**src/rtl/mix_columns_seq.sv**
```systemverilog
// -----------------------------------------------------------------------------
// mix_columns_seq
//   Iterative AES MixColumns engine. One 32-bit column datapath, built from
//   four GF(2^8) multiply-by-3 units, is time-shared across the NCOL columns
//   of the 128-bit state, one column per clock. A skip flag sampled at
//   acceptance bypasses mixing for the final AES round.
//
// Ports
//   clk        in   rising-edge clock
//   rst_n      in   asynchronous, active-low reset
//   in_valid   in   state_in / skip valid
//   in_ready   out  block can accept a new state (IDLE only)
//   skip       in   1 = pass state through unmixed
//   state_in   in   column c = bits [127-32c -: 32], byte 0 is the MS byte
//   out_valid  out  state_out holds a complete result
//   out_ready  in   consumer accepts state_out
//   state_out  out  mixed or bypassed state, same ordering as state_in
//   busy       out  high in every state except IDLE
// -----------------------------------------------------------------------------

// GF(2^8) multiply-by-3 unit (AES polynomial x^8+x^4+x^3+x+1).
// Ports: i_byte in 8, o_byte out 8 = 3*i_byte.
module mix_columns_m3 (
  input  logic [7:0] i_byte,
  output logic [7:0] o_byte
);

  logic [7:0] w_x2;

  assign w_x2   = {i_byte[6:0], 1'b0} ^ (i_byte[7] ? 8'h1b : 8'h00);
  assign o_byte = w_x2 ^ i_byte;

endmodule

module mix_columns_seq #(
  parameter int unsigned NCOL       = 4,
  parameter int unsigned BYPASS_LAT = 1
) (
  input  logic                  clk,
  input  logic                  rst_n,
  input  logic                  in_valid,
  output logic                  in_ready,
  input  logic                  skip,
  input  logic [32*NCOL-1:0]    state_in,
  output logic                  out_valid,
  input  logic                  out_ready,
  output logic [32*NCOL-1:0]    state_out,
  output logic                  busy
);

  localparam int unsigned SW       = 32 * NCOL;
  localparam int unsigned CW       = (NCOL > 1) ? $clog2(NCOL) : 1;
  localparam logic [CW-1:0] COL_LAST = CW'(NCOL - 1);
  localparam logic [1:0]    BYP_LAST = 2'(BYPASS_LAT - 1);

  typedef enum logic [1:0] {
    S_IDLE,
    S_MIX,
    S_BYP,
    S_DONE
  } state_t;

  state_t          r_state;
  state_t          w_state_n;
  logic [SW-1:0]   r_work;
  logic [SW-1:0]   r_result;
  logic [CW-1:0]   r_col;
  logic [1:0]      r_byp_cnt;
  logic            w_accept;
  logic [31:0]     w_col;
  logic [7:0]      w_a  [4];
  logic [7:0]      w_m3 [4];
  logic [7:0]      w_x2 [4];
  logic [31:0]     w_mix;

  // ---------------------------------------------------------------------------
  // FSM: state register
  // ---------------------------------------------------------------------------
  always_ff @(posedge clk or negedge rst_n) begin
    if (!rst_n) begin
      r_state <= S_IDLE;
    end else begin
      r_state <= w_state_n;
    end
  end

  // ---------------------------------------------------------------------------
  // FSM: next state and handshake outputs
  // ---------------------------------------------------------------------------
  always_comb begin
    w_state_n = r_state;
    in_ready  = 1'b0;
    out_valid = 1'b0;
    busy      = 1'b1;
    unique case (r_state)
      S_IDLE: begin
        in_ready = 1'b1;
        busy     = 1'b0;
        if (in_valid) begin
          w_state_n = skip ? S_BYP : S_MIX;
        end
      end
      S_MIX: begin
        if (r_col == COL_LAST) begin
          w_state_n = S_DONE;
        end
      end
      S_BYP: begin
        if (r_byp_cnt == BYP_LAST) begin
          w_state_n = S_DONE;
        end
      end
      S_DONE: begin
        out_valid = 1'b1;
        if (out_ready) begin
          w_state_n = S_IDLE;
        end
      end
      default: w_state_n = S_IDLE;
    endcase
  end

  assign w_accept = in_valid && (r_state == S_IDLE);

  // ---------------------------------------------------------------------------
  // Column select from the work register
  // ---------------------------------------------------------------------------
  always_comb begin
    w_col = '0;
    for (int unsigned c = 0; c < NCOL; c++) begin
      if (r_col == CW'(c)) begin
        w_col = r_work[SW-1-32*c -: 32];
      end
    end
  end

  assign w_a[0] = w_col[31:24];
  assign w_a[1] = w_col[23:16];
  assign w_a[2] = w_col[15:8];
  assign w_a[3] = w_col[7:0];

  // One x3 unit per input byte; x2 is recovered as 3a ^ a.
  for (genvar g = 0; g < 4; g++) begin : g_m3
    mix_columns_m3 u_m3 (
      .i_byte (w_a[g]),
      .o_byte (w_m3[g])
    );
    assign w_x2[g] = w_m3[g] ^ w_a[g];
  end

  assign w_mix[31:24] = w_x2[0] ^ w_m3[1] ^ w_a[2]  ^ w_a[3];
  assign w_mix[23:16] = w_a[0]  ^ w_x2[1] ^ w_m3[2] ^ w_a[3];
  assign w_mix[15:8]  = w_a[0]  ^ w_a[1]  ^ w_x2[2] ^ w_m3[3];
  assign w_mix[7:0]   = w_m3[0] ^ w_a[1]  ^ w_a[2]  ^ w_x2[3];

  // ---------------------------------------------------------------------------
  // Datapath registers. The mix/bypass mode lives in the FSM state itself,
  // so no separate mode register is kept.
  // ---------------------------------------------------------------------------
  always_ff @(posedge clk or negedge rst_n) begin
    if (!rst_n) begin
      r_work    <= '0;
      r_result  <= '0;
      r_col     <= '0;
      r_byp_cnt <= '0;
    end else begin
      if (w_accept) begin
        r_work <= state_in;
      end
      unique case (r_state)
        S_MIX: begin
          for (int unsigned c = 0; c < NCOL; c++) begin
            if (r_col == CW'(c)) begin
              r_result[SW-1-32*c -: 32] <= w_mix;
            end
          end
          r_col <= (r_col == COL_LAST) ? '0 : r_col + CW'(1);
        end
        S_BYP: begin
          r_result  <= r_work;
          r_byp_cnt <= (r_byp_cnt == BYP_LAST) ? '0 : r_byp_cnt + 2'd1;
        end
        default: ;
      endcase
    end
  end

  assign state_out = r_result;

endmodule

```
**config.mk**
```make
export PLATFORM = sky130hd
export DESIGN_NAME = mix_columns_seq
export DESIGN_NICKNAME = d
export VERILOG_FILES = /design/src/rtl/mix_columns_seq.sv
export SDC_FILE = /design/constraint.sdc
export NUM_CORES = 1
export LEC_CHECK = 0
export CAP_MARGIN = 40
export CORE_ASPECT_RATIO = 1.1
export CORE_MARGIN = 2
export CORE_UTILIZATION = 59
export DETAILED_ROUTE_END_ITERATION = 16
export DONT_BUFFER_PORTS = 1
export PLACE_DENSITY = 0.79
export RECOVER_POWER = 50
export SYNTH_ARGS = -nofsm -noshare
export SYNTH_HDL_FRONTEND = slang
export SYNTH_HIERARCHICAL = 1
export SYNTH_SLANG_ARGS = --single-unit
```
**constraint.sdc**
```tcl
create_clock -name clk -period 3.1 [get_ports clk]
set_input_delay 0.465 -clock clk [delete_from_list [all_inputs] [get_ports clk]]
set_output_delay 0.465 -clock clk [all_outputs]
set_load 0.005 [all_outputs]
```
==> impl_metrics.py <==
metrics = {
    "setup_path": {
        "rr_endpoint": "state_out[20]",
        "rrSetupSlack_ns": -0.07,
        "endpoint_kind": "flip-flop",
        "critPathRequiredTime_ns": 3.53,
        "cp_data_arrival_time_ns": 3.61,
        "crit_chain": "buf_6 > ha_4 > nand2b_1 > buf_6 > buf_4 > o221ai_4 > inv_4 > xor3_1 > a21boi_2 > o21a_1 > o21ai_0 > and3b_1",
        "slowest_delay_ns": 0.47,
        "cp-start-kind": "flip-flop",
        "cp_num_cells": 12,
        "cp_slowest_cell": "a21boi_2",
        "r2r_cells": 12,
        "crit_fanout": 8,
        "crit_family": "compound AO/OA/AOI/OAI gates",
        "r2r-start": "r_col[0]",
        "cp_common_cell": "buf_6",
        "critPathKind": "reg2reg",
        "worst-path-buf-inv": 4,
    },
    "die": {
        "die_y_um": 177,
        "start_util_pct": 59.8,
        "io_pins": 264,
        "coreArea_mm2": 0.0269,
        "die_area_mm2": 0.0286,
        "die_w_um": 161,
        "rows": 63,
    },
    "sta": {
        "slew_headroom_pct": 44.8,
        "fmax_mhz": 315,
        "fin_crit_ns": 3.17,
        "maxSlewViolCount": 0,
        "worstMarginPinSlew_ns": 0.828,
        "rsz0062_at_grt": "true",
        "final-setup-viol-count": 12,
        "hold_ws_ns": -0.388,
        "hold_viol_final": 262,
        "clock_skew_ns": 0.0190,
        "min_period_over_period_pct": 102,
        "setup_ws_ns": -0.0734,
    },
    "placed_design": {
        "io_buffers": 0,
        "post-place-ws_ns": -0.258,
        "dp_cells": 2214,
        "place.gp.congestion": 1.03,
        "hpwl_mm": 49.9,
    },
    "route": {
        "viasPerCell": 6.95,
        "first_pass_iters": 6,
        "ant_nets": 0,
        "drc": 0,
        "wl_per_cell_um": 29.7,
        "routed_wl_mm": 67.5,
        "drt_iter0_markers": 2093,
        "vias": 15806,
    },
    "cells_and_area": {
        "fin_cells": 2274,
        "syn2layout_area_growth_pct": 23.1,
        "nets": 2043,
        "seq_area_mm2": 0.00656,
        "fill_cells": 1988,
        "drive_gt1_share_pct": 31.8,
        "multi_input_comb_area_mm2": 0.00956,
    },
    "synth": {
        "synth_ff_type": "dfrtp_1",
        "mappedNetlistArea_mm2": 0.0161,
        "syn-num-nets": 1855,
        "synth_warnings": 6,
        "synthArstFlopShare_pct": 100,
        "yosysSeqAreaShare_pct": 40.8,
        "synth_cell_types": 63,
        "synth_edf_count": 0,
        "synth-seq-cells": 262,
        "synth.avg_cell_area_um2": 9.39,
        "synth_cells": 1712,
    },
    "status": {
        "outcome": "finished, violations left",
        "violations": "hold timing, setup timing",
    },
    "clocking": {
        "h-tree-depth": 1,
        "ctsRootBufferMaster": "clkbuf_16",
        "clkTransAtPathRegs_ns": 0.06,
        "insertion_delay_ns": 0.56,
        "cts_tree": "yes",
        "cts_buffers": 28,
        "cts_sinks": 262,
        "cts_max_path_buffers": 3,
    },
    "run": {
        "maxCapViolations": 0,
    },
    "hold_path": {
        "worstHoldPathType": "in2async",
    },
    "global_routing": {
        "grt_max_degree": 263,
        "antenna_found_initial": 0,
        "grtUsageTotal_pct": 46.2,
        "grt_pass1_wl_mm": 97.0,
        "overflow": 0,
        "grt_pass1_vias": 15357,
    },
}
==> synthesized netlist by cell type (4+ instances only) <==
| library cell | count | share of area [%] |
|---|---|---|
| dfrtp_1 | 262 | 41 |
| nand3_1 | 235 | 7.3 |
| o21ai_0 | 147 | 4.6 |
| a21oi_1 | 146 | 4.5 |
| mux2_2 | 128 | 9.0 |
| nor3_1 | 97 | 3.0 |
| nand2_1 | 78 | 1.8 |
| and3_1 | 76 | 3.0 |
| clkbuf_1 | 71 | 1.7 |
| nand3b_1 | 55 | 2.6 |
| inv_1 | 41 | 0.96 |
| mux2i_1 | 37 | 2.3 |
| o21a_1 | 26 | 1.2 |
| xor2_1 | 22 | 1.2 |
| and3b_1 | 20 | 1.1 |
| or3_1 | 19 | 0.74 |
| nand2b_1 | 15 | 0.58 |
| nor2_1 | 15 | 0.35 |
| o21ai_1 | 14 | 0.44 |
| buf_2 | 13 | 0.40 |
| nand4_1 | 13 | 0.51 |
| xor3_1 | 13 | 1.9 |
| a211oi_1 | 12 | 0.56 |
| ha_1 | 10 | 0.78 |
| o22ai_1 | 10 | 0.39 |
| a221oi_2 | 9 | 0.84 |
| or2_2 | 9 | 0.35 |
| a211o_1 | 8 | 0.44 |
| buf_4 | 8 | 0.37 |
| buf_6 | 8 | 0.56 |
| nor4_1 | 8 | 0.31 |
| and2_1 | 7 | 0.27 |
| nor2_2 | 7 | 0.27 |
| nor3_2 | 7 | 0.44 |
| a21oi_2 | 6 | 0.33 |
| nor2b_1 | 5 | 0.19 |
| xnor3_1 | 5 | 0.70 |
| o211a_1 | 4 | 0.25 |
| o211ai_1 | 4 | 0.19 |
==> worst max path at each step <==
stage / start / end / slack, ns
after floorplan: r_col[0] / state_out[124] / 0.05
after global placement: r_col[0] / state_out[28] / -0.13
after detailed placement: r_col[0] / state_out[28] / -0.26
after CTS: r_col[0] / state_out[41] / -0.02
after global routing: r_col[0] / state_out[84] / -0.12
final: r_col[0] / state_out[20] / -0.07
==> metrics by stage <==
stage	cell area [um^2]	util, %	setup TNS [ns]
after CTS	19100	70.9	-0.0494
after floorplan	16100	-	0
final	19800	73.6	-0.342
after global placement	18100	67.3	-0.381
after global routing	19800	73.6	-1.80
after detailed placement	18100	67.3	-3.10
==> flip-flops by register name, indices dropped and copies added, names as in the netlist <==
signal / count
r_work: 128
state_out: 128
r_col: 2
r_state: 2
r_byp_cnt: 2
==> routing by layer <==
metal  vias to the layer above  part of all wire, %  GRT usage, %
li1                       6678                    -             -
met1                      7655                   33          52.8
met2                      1136                   47          76.1
met3                       337                  9.4          8.34
met4                         0                   11          37.2
met5                         -                    0             0
==> layout by cell type (no fill, tap or decap), types with 13 or more instances in the layout <==
master	Yosys	routed
dfrtp_1	262	261
buf_4	8	241
nand3_1	235	230
o21ai_0	147	129
mux2_2	128	128
a21oi_1	146	115
nand2_1	78	77
nor3_1	97	76
and3_1	76	73
nand3b_1	55	55
inv_1	41	36
mux2i_1	37	34
clkbuf_16	0	30
a21oi_2	6	29
o21ai_1	14	27
nor3_2	7	27
o21a_1	26	26
and3b_1	20	20
or3_1	19	14
nand2b_1	15	13
nand4_1	13	13
==> cell type report <==
| type | count | share of cell area (%) |
|---|---|---|
| Multi-Input combinational cell | 1302 | 48.3 |
| Sequential cell | 262 | 33.1 |
| Timing Repair Buffer | 263 | 11.0 |
| Clock buffer | 37 | 4.02 |
| Tap cell | 357 | 2.26 |
| Inverter | 43 | 0.828 |
| Clock inverter | 9 | 0.417 |
| Antenna cell | 1 | 0.0126 |
==> kinds of logic (layout without fill, tap and decap cells) <==
group,count (synthesis),in the layout,share of synthesized area (%)
DFF,262,262,40.8
and+or+nand+nor,674,674,23.2
adders and majority gates,10,10,0.778
other,0,1,0
xor gates and xnor gates,46,46,4.53
AOI/OAI and AO/OA,407,407,15.2
muxes,165,165,11.3
buffers and inverters,148,352,4.26
==> timing repair <==
action	CTS	global route
buffers inserted	1	11
gates cloned	0	1
setup endpoints to repair	63	125
pin swaps	4	28
resized for setup	28	143
endpoints found under the hold margin	262	262
Power is not shown: default switching activity piles up to over one toggle a cycle in this logic, so the estimate is an artifact.
